<file path="src/rtl/iscas_resp_misr.sv">
// iscas_resp_misr: MISR response compactor for ISCAS-85 benchmark outputs.
// Optional golden compare (pass/fail) enabled by defining GOLDEN_CMP_EN.
module iscas_resp_misr #(
  parameter int OUT_WIDTH = 32,
  parameter int VEC_LENGTH = 31,
  parameter logic [OUT_WIDTH-1:0] POLY = 32'h04C1_1DB7,
  parameter logic [OUT_WIDTH-1:0] SEED = '0
) (
  input  logic                 clk,
  input  logic                 rst,
  input  logic                 start,
  input  logic                 resp_valid,
  input  logic [OUT_WIDTH-1:0] resp_data,
`ifdef GOLDEN_CMP_EN
  input  logic [OUT_WIDTH-1:0] golden_sig,
  output logic                 pass,
  output logic                 fail,
`endif
  output logic [OUT_WIDTH-1:0] signature,
  output logic [15:0]          vec_count,
  output logic                 busy,
  output logic                 done
);

  typedef enum logic [1:0] {
    S_IDLE,
    S_RUN,
    S_DONE
  } state_t;

  localparam logic [15:0] LAST = 16'(VEC_LENGTH - 1);

  state_t               state_q, state_d;
  logic [OUT_WIDTH-1:0] sig_q, sig_d;
  logic [15:0]          cnt_q, cnt_d;
  logic                 load, accept, last;
  logic [OUT_WIDTH-1:0] misr;

  assign load   = start && (state_q != S_RUN);
  assign accept = resp_valid && (state_q == S_RUN);
  assign last   = (cnt_q == LAST);
  assign misr   = {sig_q[OUT_WIDTH-2:0], 1'b0}
                ^ (sig_q[OUT_WIDTH-1] ? POLY : '0)
                ^ resp_data;

  // State register
  always_ff @(posedge clk) begin
    if (rst) state_q <= S_IDLE;
    else     state_q <= state_d;
  end

  // Next-state logic
  always_comb begin
    state_d = state_q;
    unique case (state_q)
      S_IDLE:  if (start) state_d = S_RUN;
      S_RUN:   if (accept && last) state_d = S_DONE;
      S_DONE:  if (start) state_d = S_RUN;
      default: state_d = S_IDLE;
    endcase
  end

  // Signature and count next values: reload on start, fold on accept
  always_comb begin
    sig_d = sig_q;
    cnt_d = cnt_q;
    if (load) begin
      sig_d = SEED;
      cnt_d = '0;
    end else if (accept) begin
      sig_d = misr;
      cnt_d = cnt_q + 16'd1;
    end
  end

  // Signature and count registers
  always_ff @(posedge clk) begin
    if (rst) begin
      sig_q <= SEED;
      cnt_q <= '0;
    end else begin
      sig_q <= sig_d;
      cnt_q <= cnt_d;
    end
  end

  // Outputs decoded from registered state
  always_comb begin
    busy      = (state_q == S_RUN);
    done      = (state_q == S_DONE);
    signature = sig_q;
    vec_count = cnt_q;
  end

`ifdef GOLDEN_CMP_EN
  logic pass_q, pass_d;
  logic fail_q, fail_d;

  // Verdict latched when DONE is entered, cleared on leaving it
  always_comb begin
    pass_d = pass_q;
    fail_d = fail_q;
    if (state_q == S_RUN && state_d == S_DONE) begin
      pass_d = (sig_d == golden_sig);
      fail_d = (sig_d != golden_sig);
    end else if (state_d != S_DONE) begin
      pass_d = 1'b0;
      fail_d = 1'b0;
    end
  end

  // Verdict registers
  always_ff @(posedge clk) begin
    if (rst) begin
      pass_q <= 1'b0;
      fail_q <= 1'b0;
    end else begin
      pass_q <= pass_d;
      fail_q <= fail_d;
    end
  end

  assign pass = pass_q;
  assign fail = fail_q;
`endif

endmodule

</file>
<file path="config.mk">
export PLATFORM = sky130hd
export DESIGN_NAME = iscas_resp_misr
export DESIGN_NICKNAME = d
export VERILOG_FILES = /design/src/rtl/iscas_resp_misr.sv
export SDC_FILE = /design/constraint.sdc
export NUM_CORES = 1
export LEC_CHECK = 0
export ABC_AREA = 0
export CAP_MARGIN = 20
export CELL_PAD_IN_SITES_DETAIL_PLACEMENT = 0
export CELL_PAD_IN_SITES_GLOBAL_PLACEMENT = 1
export CORE_MARGIN = 2
export CORE_UTILIZATION = 35
export DETAILED_ROUTE_END_ITERATION = 10
export PLACE_DENSITY_LB_ADDON = 0.1
export SLEW_MARGIN = 10
export SYNTH_ARGS = -nofsm -noshare
export SYNTH_HDL_FRONTEND = slang
export SYNTH_SLANG_ARGS = --single-unit
export TNS_END_PERCENT = 20
</file>
<file path="constraint.sdc">
create_clock -name clk -period 2.45 [get_ports clk]
set_clock_uncertainty 0.15 [all_clocks]
set_input_delay 0.3675 -clock clk [delete_from_list [all_inputs] [get_ports clk]]
set_output_delay 0.3675 -clock clk [all_outputs]
set_load 0.005 [all_outputs]
</file>
### Word-level counts from Yosys, hierarchy flattened

Index checks and enable logic that the tools add are counted.

| storage, ports and cells | value |
|---|---|
| register bits | 50 |
| logic and storage cells | 23 |
| output and inout bits | 50 |

| operators by class | value |
|---|---|
| muxes and demuxes | 4 |
| equal/unequal tests | 6 |
| bitwise gates (word level) | 2 |
| reduce and logical (&&, ||, !) cells | 7 |
| $add $sub $neg | 1 |

Operators with widths:

| cell | number |
|---|---|
| $xor 32x27->32 | 1 |
| $xor 32x32->32 | 1 |
| $mux 27 | 1 |
| $add 16x1->16 const B | 1 |
| $eq 16x5->1 const B | 1 |
| $ne 2x1->1 const B | 3 |
| $mux 2 | 2 |
| $pmux 2 s2 | 1 |
| $reduce_or 2->1 | 2 |
| $logic_and 1x1->1 | 3 |
| $eq 2x1->1 const B | 1 |
| $eq 2x2->1 const B | 1 |
| $logic_not 2->1 | 1 |
| $reduce_and 2->1 | 1 |

### Logic depth before layout (Yosys ltp)

Gate-level depths: netlist (run 1).

| depth | value |
|---|---|
| depth in word-level cells | 5 |
| gate-level depth with buffers | 6 |

### Worst setup path after synthesis (run 1)

Ideal clock, no wire load.

| timing path | value |
|---|---|
| path type | register to register |
| start | reg cnt_q[5] (netlist: vec_count[5]) |
| end | reg cnt_q[14] (netlist: vec_count[14]) |
| period minus slack after synthesis | 1.501 ns |
| setup time | 0.070 ns |
| path slack | 0.949 ns |
| required time | 2.230 ns |
| data arrival time | 1.280 ns |
| stages on the path, launching flop included | 5 |
| path through | dfxtp_1 > and3_1 > nand4_4 > or3_1 > a21oi_1 |

| on the way | value |
|---|---|
| word-level cells in the longest chain between the ends | 1 |

RTL lines:

| element | RTL line | source |
|---|---|---|
| start: declaration | 35 | `logic [15:0] cnt_q, cnt_d;` |
| start signal: assignment | 83 | `cnt_q <= cnt_d;` |
| $add 16x1->16 | 72 | `cnt_d = cnt_q + 16'd1;` |

No other way between the ends.
A chain may end at the register's enable or synchronous reset.

### Final worst setup path (run 1)

| timing path | value |
|---|---|
| start | reg sig_q[31] (netlist: signature[31]) |
| end | out signature[31] |

RTL lines:

| element | RTL line | source |
|---|---|---|
| start: declaration | 34 | `logic [OUT_WIDTH-1:0] sig_q, sig_d;` |
| start signal: assignment | 82 | `sig_q <= sig_d;` |
| end: declaration | 19 | `output logic [OUT_WIDTH-1:0] signature,` |

No word-level cell between the ends.

==> results.txt, run 1 <==
- The die covers 7380 sq um.
- The total area inside the core boundary comes to 6420 sq um.
- Required time reported for the critical path endpoint: 1.93 ns
- The clock tree synthesis step divided the H-tree into 2 levels.
* Vias in the first global route: 1971
- Once layout is complete, the utilization of the core stands at 53.0%.
* Total number of placement rows: 29
* Sequential area share after synthesis: 42.6%
- Tightest hold margin: 0.340 ns
- Measured along the x axis, the die boundary spans 85.9 um.
* Initial antenna violation count: 0
* Top-Level Pins: 86
* Critical path type: flip-flop to output pin
- Port Buffers: 85
* Total overflow reported by the global router: 0
- In the final layout, the share of cells above drive strength 1 is 5.97%.
- Detailed-route DRC error count: 0
- Clock tree from TritonCTS: yes
- Antenna-violating nets left: 0
- The number of pins exceeding their max-slew limit in the final report is 0.
* 1st-iter DRT viols: 68
- Clock sinks: 50
- Worst path slowest cell: sky130_fd_sc_hd__clkdlybuf4s50_1
- After synthesis, the mean cell area works out to 8.80 sq um.
- Routability-driven placement finished with a final weighted congestion of 0.728.
- Bufs on Longest Clock Path: 2
- After the last flow step, the layout net total stands at 389.
- The repair_antennas step left the layout with diodes totalling 0.
- Across the run, the number of max-cap violations was 0.
* Average wire per cell in the routed design: 12.9 um
- The flow ran to the end, and the final reports show no timing, DRC or antenna violations.
- Unrepaired setup endpoints after global routing: false
- Setup violations remaining at the end of the flow were counted as 0.
- At the pin with the least slew margin, the transition time is 0.503 ns.
- On the worst path, the slowest cell contributes a delay of 0.54 ns.
* First-pass GRT wire length: 9110 um
- In this run the worst path has a maximum fanout of 9.
- Total power: 1.69 mW
- For the worst setup path, the data arrival time is 1.38 ns.
* Synth Net Count: 305
- Final sum of negative setup slack: 0 ns
* Root cell of the clock tree: sky130_fd_sc_hd__clkbuf_8
- Post-CTS setup buffers: 0
- The number of clock buffers added by TritonCTS is 5.
- Once detailed placement completed, the half-perimeter wirelength came to 4010 um.
- The number of hold-slack violations in the final timing report is 0.
* Synthesized netlist cell count: 267
- Kind of launch point of the worst setup path: flip-flop
- Worst-path clk slew: 0.09 ns
- Fillers: 602
- Area growth from synthesis to final layout: 44.7%
* Worst hold path class: flip-flop to flip-flop
- The clock period could shrink to 1.90 ns.
- Total global-route track usage: 15.4%
* Peak Freq: 526 MHz
- Pwr per Cell Area: 497 nW/um^2
* Distinct cell type count after synthesis: 32
- After synthesis the cells add up to 2350 sq um.
- Hold-fix buffer count after cts: 0
* Kind of capture point of the worst setup path: output pin
- Cell-by-cell trace of the critical path: buf_4 > clkdlybuf4s50_1
* Initial core utilization: 36.6%
* Length of the first detailed-routing pass in iterations: 4
* Slew margin rel.: 66.5%
* Post-CTS sizing: 0
- Dividing the detail-routed via count by the number of cells gives 4.80.
* Maximum ir drop on the vdd rail: 269 uV
- In this run the vertical extent of the chip is 85.9 um.
- Synthesis inferred 50 register bits.
* Reported leakage power: 1.10 nW
- During synthesis, Yosys emitted a total of 0 warnings.
- For this block, the routed nets add up to 5520 um of wire.
* Maximum number of pins on one net before global-route repair: 38
- Clock latency on the worst-skew pair, taken at its later pin, is 0.30 ns.
- Total number of vias: 2061
- The worst path uses 77.5% of the clock period.
-- layer usage --
layer  GRT usage (%)  vias to the layer above  routed length (um)
li1                -                     1069                   -
met1            18.6                      937                2440
met2            25.6                       51                2670
met3            5.49                        4                 356
met4            5.19                        0                  49
met5               0                        -                   0
-- cells in the mapped netlist (all sizes together) --
library cell	instances	area [sq um]
nand3b	1	7.51
nand3	4	20.0
and4	1	8.76
and2	1	6.26
dfxtp	50	1000
nand2b	2	12.5
o21ba	1	10.0
a211oi	20	150
buf	11	55.1
nand4	7	73.8
nor2b	2	12.5
or3b	1	8.76
and3b	1	8.76
ha	2	25.0
or3	7	43.8
a21oi	21	105
nand2	33	124
a21o	1	7.51
inv	3	11.3
xnor2	48	420
xor2	4	35.0
o31ai	1	7.51
nor2	27	101
clkbuf	4	15.0
o21ai	7	35.0
and3	2	13.8
nor3	1	5.00
nor4	4	25.0
-- where the power goes --
part | switching (mW) | internal, mW
combinational | 0.130 | 0.186
sequential | 0.0275 | 0.840
clock | 0.279 | 0.228
total | 0.437 | 1.25
-- cell usage in the layout (no fill, tap or decap), drive strengths merged, types with 6 or more instances in the layout --
master         count
buf                7
or3                7
nand4              7
clkdlybuf4s50     85
clkbuf             6
a211oi            20
nor2              27
xnor2             48
o21ai              7
dfxtp             50
a21oi             21
nand2             33
-- metrics by stage --
stage / instances / instance area (sq um) / worst slack (ns)
3_3_place_gp: 421 / 3310 / 0.419
5_1_grt: 429 / 3400 / 0.475
6_report: 429 / 3400 / 0.550
4_1_cts: 429 / 3400 / 0.518
2_1_floorplan: 267 / 2350 / 0.949
3_5_place_dp: 421 / 3310 / 0.399
-- final cells by class --
class                   count  area (sq um)  area share (%)
repair buffers             92           928            27.3
flip-flops and latches     50          1000            29.4
multi-input cells         199          1270            37.3
inverters                   3          11.3           0.331
well taps                  77          96.3            2.83
clock inverters             2          12.5           0.368
clock buffers               6          82.6            2.43
-- final timing paths --
kind	start	to	slack [ns]	cells after the start
worst max register to register	vec_count[5]	vec_count[14]	0.79	4
worst max-delay path	signature[31]	signature[31]	0.55	2
worst min register to register	signature[10]	signature[10]	0.34	2
worst min-delay path	signature[10]	signature[10]	0.34	2
-- cells by family after synthesis --
group                    share of synthesized area [%]
adder cells (fa/ha/maj)                           1.06
XOR/XNOR                                          19.4
AND/OR/NAND/NOR                                   20.1
buffers and inverters                             3.46
flip-flops                                        42.6
AO/OA/AOI/OAI                                     13.4
-- critical path: cells and delay by family (launching register included) --
family / cells / cell delay (ns)
buf+inv: 2 / 0.74
flops: 1 / 0.34
-- sequential cells by signal, summed over array words and instances (netlist names) --
name	count
signature	32
state_q	2
vec_count	16
No activity file was read; power rests on OpenSTA's default activity.
==> inputs of run 2 (changes only) <==
--- a/config.mk
+++ b/config.mk
@@ -10,7 +10,7 @@
 export CELL_PAD_IN_SITES_DETAIL_PLACEMENT = 0
 export CELL_PAD_IN_SITES_GLOBAL_PLACEMENT = 1
 export CORE_MARGIN = 2
-export CORE_UTILIZATION = 35
+export CORE_UTILIZATION = 29
 export DETAILED_ROUTE_END_ITERATION = 10
 export PLACE_DENSITY_LB_ADDON = 0.1
 export SLEW_MARGIN = 10
==> constraint.sdc (replaced) <==
create_clock -name clk -period 1.7 [get_ports clk]
set_clock_uncertainty 0.15 [all_clocks]
set_input_delay 0.255 -clock clk [delete_from_list [all_inputs] [get_ports clk]]
set_output_delay 0.255 -clock clk [all_outputs]
set_load 0.005 [all_outputs]
==> run 2 against run 1 <==
  * Sequential cell count unchanged
  * Highest routed layer unchanged
  * Sequential power up 45%
  * Utilization down 5.4 points
  * Clock power up 110%
  * Critical path depth unchanged
  * Largest cell class unchanged
  * First-iteration DRC count down 18%
  * Non-clock buffer count up 18
  * Via count up 4.9%
==> results.txt, run 2 (synthesis gave the netlist of run 1 again) <==
* Outcome: completed
* Bufs on Longest Clock Path: 2
- The number of hold-slack violations in the final timing report came to 0.
- The slowest stage of the critical path is the sky130_fd_sc_hd__clkdlybuf4s50_1 cell.
* 1st-iter DRT viols: 56
- The register with the most flip-flops in the layout has 32 of them.
- The critical path is of the flip-flop to output pin type.
- After detailed routing, the total wire length is 6030 um.
- Placed cell count: 463
- Setup violations remaining at the end of the flow were counted as 0.
- The region available for standard cell placement spans 7810 sq um.
* Worst-case register-to-register setup slack: 0.12 ns
- Instance area after placement: 3500 sq um
* Horizontal extent of the die: 94.0 um
- Required time reported for the critical path endpoint: 1.29 ns
- In the final layout, the share of cells above drive strength 1 is 16.5%.
- At the worst endpoint, the arrival time is 1.26 ns.
- Total number of placement rows: 32
- Longest individual stage delay on the worst path: 0.49 ns
- Worst Path Max Fanout: 5
- Initial antenna violation count: 0
- The number of global-route vias before repair came to 2085.
* Pwr per Cell Area: 750 nW/um^2
* Maximum number of pins on one net before global-route repair: 25
- The H-tree was split into 2 levels.
- Average wire per cell in the routed design: 12.8 um
- After clock tree synthesis, the clock-pin slew on the worst setup and hold paths is 0.10 ns.
- Unrepaired setup endpoints after global routing: true
- Leaving out fill and tap cells, the most frequent cells in the layout are 77 x sky130_fd_sc_hd__clkdlybuf4s50_1, 48 x sky130_fd_sc_hd__xnor2_1, 33 x sky130_fd_sc_hd__nand2_1, 33 x sky130_fd_sc_hd__dfxtp_1, 27 x sky130_fd_sc_hd__nor2_1.
- For this configuration, the core starts out at a cell density of 30.1%.
- Hold repair after CTS inserted 0 buffers.
* Reported leakage power: 1.33 nW
- Measured along the y axis, the die boundary spans 94.0 um.
- Measured slew at the worst slew-check pin: 0.316 ns
- HPWL Detailed: 4470 um
* Tightest hold margin: 0.337 ns
- Overall power consumption after layout is estimated at 2.78 mW.
- Worst-case setup margin in the final layout: 0.0366 ns
- Register area: 1020 sq um
- For the worst-skew pair, the clock arrives at the later sink with an insertion delay of 0.31 ns.
- Final sum of negative setup slack: 0 ns
* Cell-by-cell trace of the critical path: buf_4 > clkdlybuf4s50_1
- Port Buffers: 85
- In the finished design, the share of the clock period the worst path needs comes to 97.8%.
- Post-route cell area: 3710 sq um
* Kind of capture point of the worst setup path: output pin
- For this run, the total global-route usage over all layers was measured as 14.2%.
- Total number of vias: 2162
* Antenna-violating nets left: 0
- First-pass GRT wire length: 9980 um
- For this run the aggregate overflow at the end of global routing stands at 0.
* Number of CTS-inserted buffers: 5
- For this run, the post-layout net count is 407.
- Slew margin rel.: 78.7%
* Length of the first detailed-routing pass in iterations: 4
* Root cell of the clock tree: sky130_fd_sc_hd__clkbuf_8
* Clock tree from TritonCTS: yes
- For this run, design rule violations remaining after detail routing come to 0.
- GPL Wtd Cong: 0.731
* Maximum ir drop on the vdd rail: 452 uV
- Total inserted antenna cells: 0
- Via density: 4.58
- Share of the core filled with cells: 47.5%
- The worst setup path is launched from a flip-flop.
- Fillers: 794
* Final count of pins violating max slew: 0
* Die Area: 8840 sq um
- Top-Level Pins: 86
- From synthesis to final layout, the design area changed by 58.0%.
* Clock sinks: 50
- At the placement stage, the worst setup path has a slack of -0.245 ns.
- Area of the multi-input gates: 1300 sq um
* Max-cap check violation count: 0
* Final Instance Count excl. Fillers: 472
- The path class of the tightest hold or removal check is flip-flop to flip-flop.
- Fin crit period: 1.66 ns
- Leading cell type in the layout, fill and taps excluded: sky130_fd_sc_hd__clkdlybuf4s50_1
* Peak Freq: 601 MHz
-- run 2: cell types whose count changed in the layout (fill, tap and decap cells not counted), moves of 4 or more --
cell / change
sky130_fd_sc_hd__dfxtp_1: -17
sky130_fd_sc_hd__dlymetal6s2s_1: +4
sky130_fd_sc_hd__dfxtp_2: +16
sky130_fd_sc_hd__buf_4: +14
sky130_fd_sc_hd__dlygate4sd2_1: +4
sky130_fd_sc_hd__clkdlybuf4s50_1: -8
-- run 2: critical path: cells and delay by family (launching register included) --
family,cells,cell delay (ns)
buf+inv,2,0.62
flops,1,0.33
-- run 2: path summary, 6_finish.rpt --
check | end | from | cells past startpoint
worst max-delay path | vec_count[2] | vec_count[2] | 2
worst min register to register | signature[16] | signature[16] | 2
worst max register to register | state_q[1] | state_q[0] | 5
worst min-delay path | signature[16] | signature[16] | 2
-- run 2: area by class of cell --
| class | instances | share of cell area (%) |
|---|---|---|
| clock inverter | 2 | 1.62 |
| inverter | 3 | 0.303 |
| timing repair buffer | 110 | 29.9 |
| tap | 102 | 3.44 |
| multi-input combinational | 199 | 34.9 |
| sequential | 50 | 27.6 |
| clock buffer | 6 | 2.22 |
-- run 2: metal layers --
layer / GRT usage, % / vias up / wire length (um) / part of all wire (%)
met5: 0 / - / 0 / 0
met4: 5.07 / 0 / 89 / 1.5
met3: 3.29 / 7 / 296 / 4.9
met2: 21.8 / 53 / 2760 / 46
met1: 19.4 / 990 / 2880 / 48
li1: - / 1112 / - / -
-- run 2: power by group --
part           total, mW  switching [mW]  internal (mW)
registers           1.26          0.0448           1.21
logic              0.484           0.194          0.291
clock network       1.04           0.414          0.628
total               2.78           0.653           2.13
-- run 2: timing repair --
item / 4_1_cts / 5_1_grt
buffers inserted: 1 / 1
setup endpoints to repair: 9 / 42
resized for setup: 15 / 18
pin swaps: 0 / 4
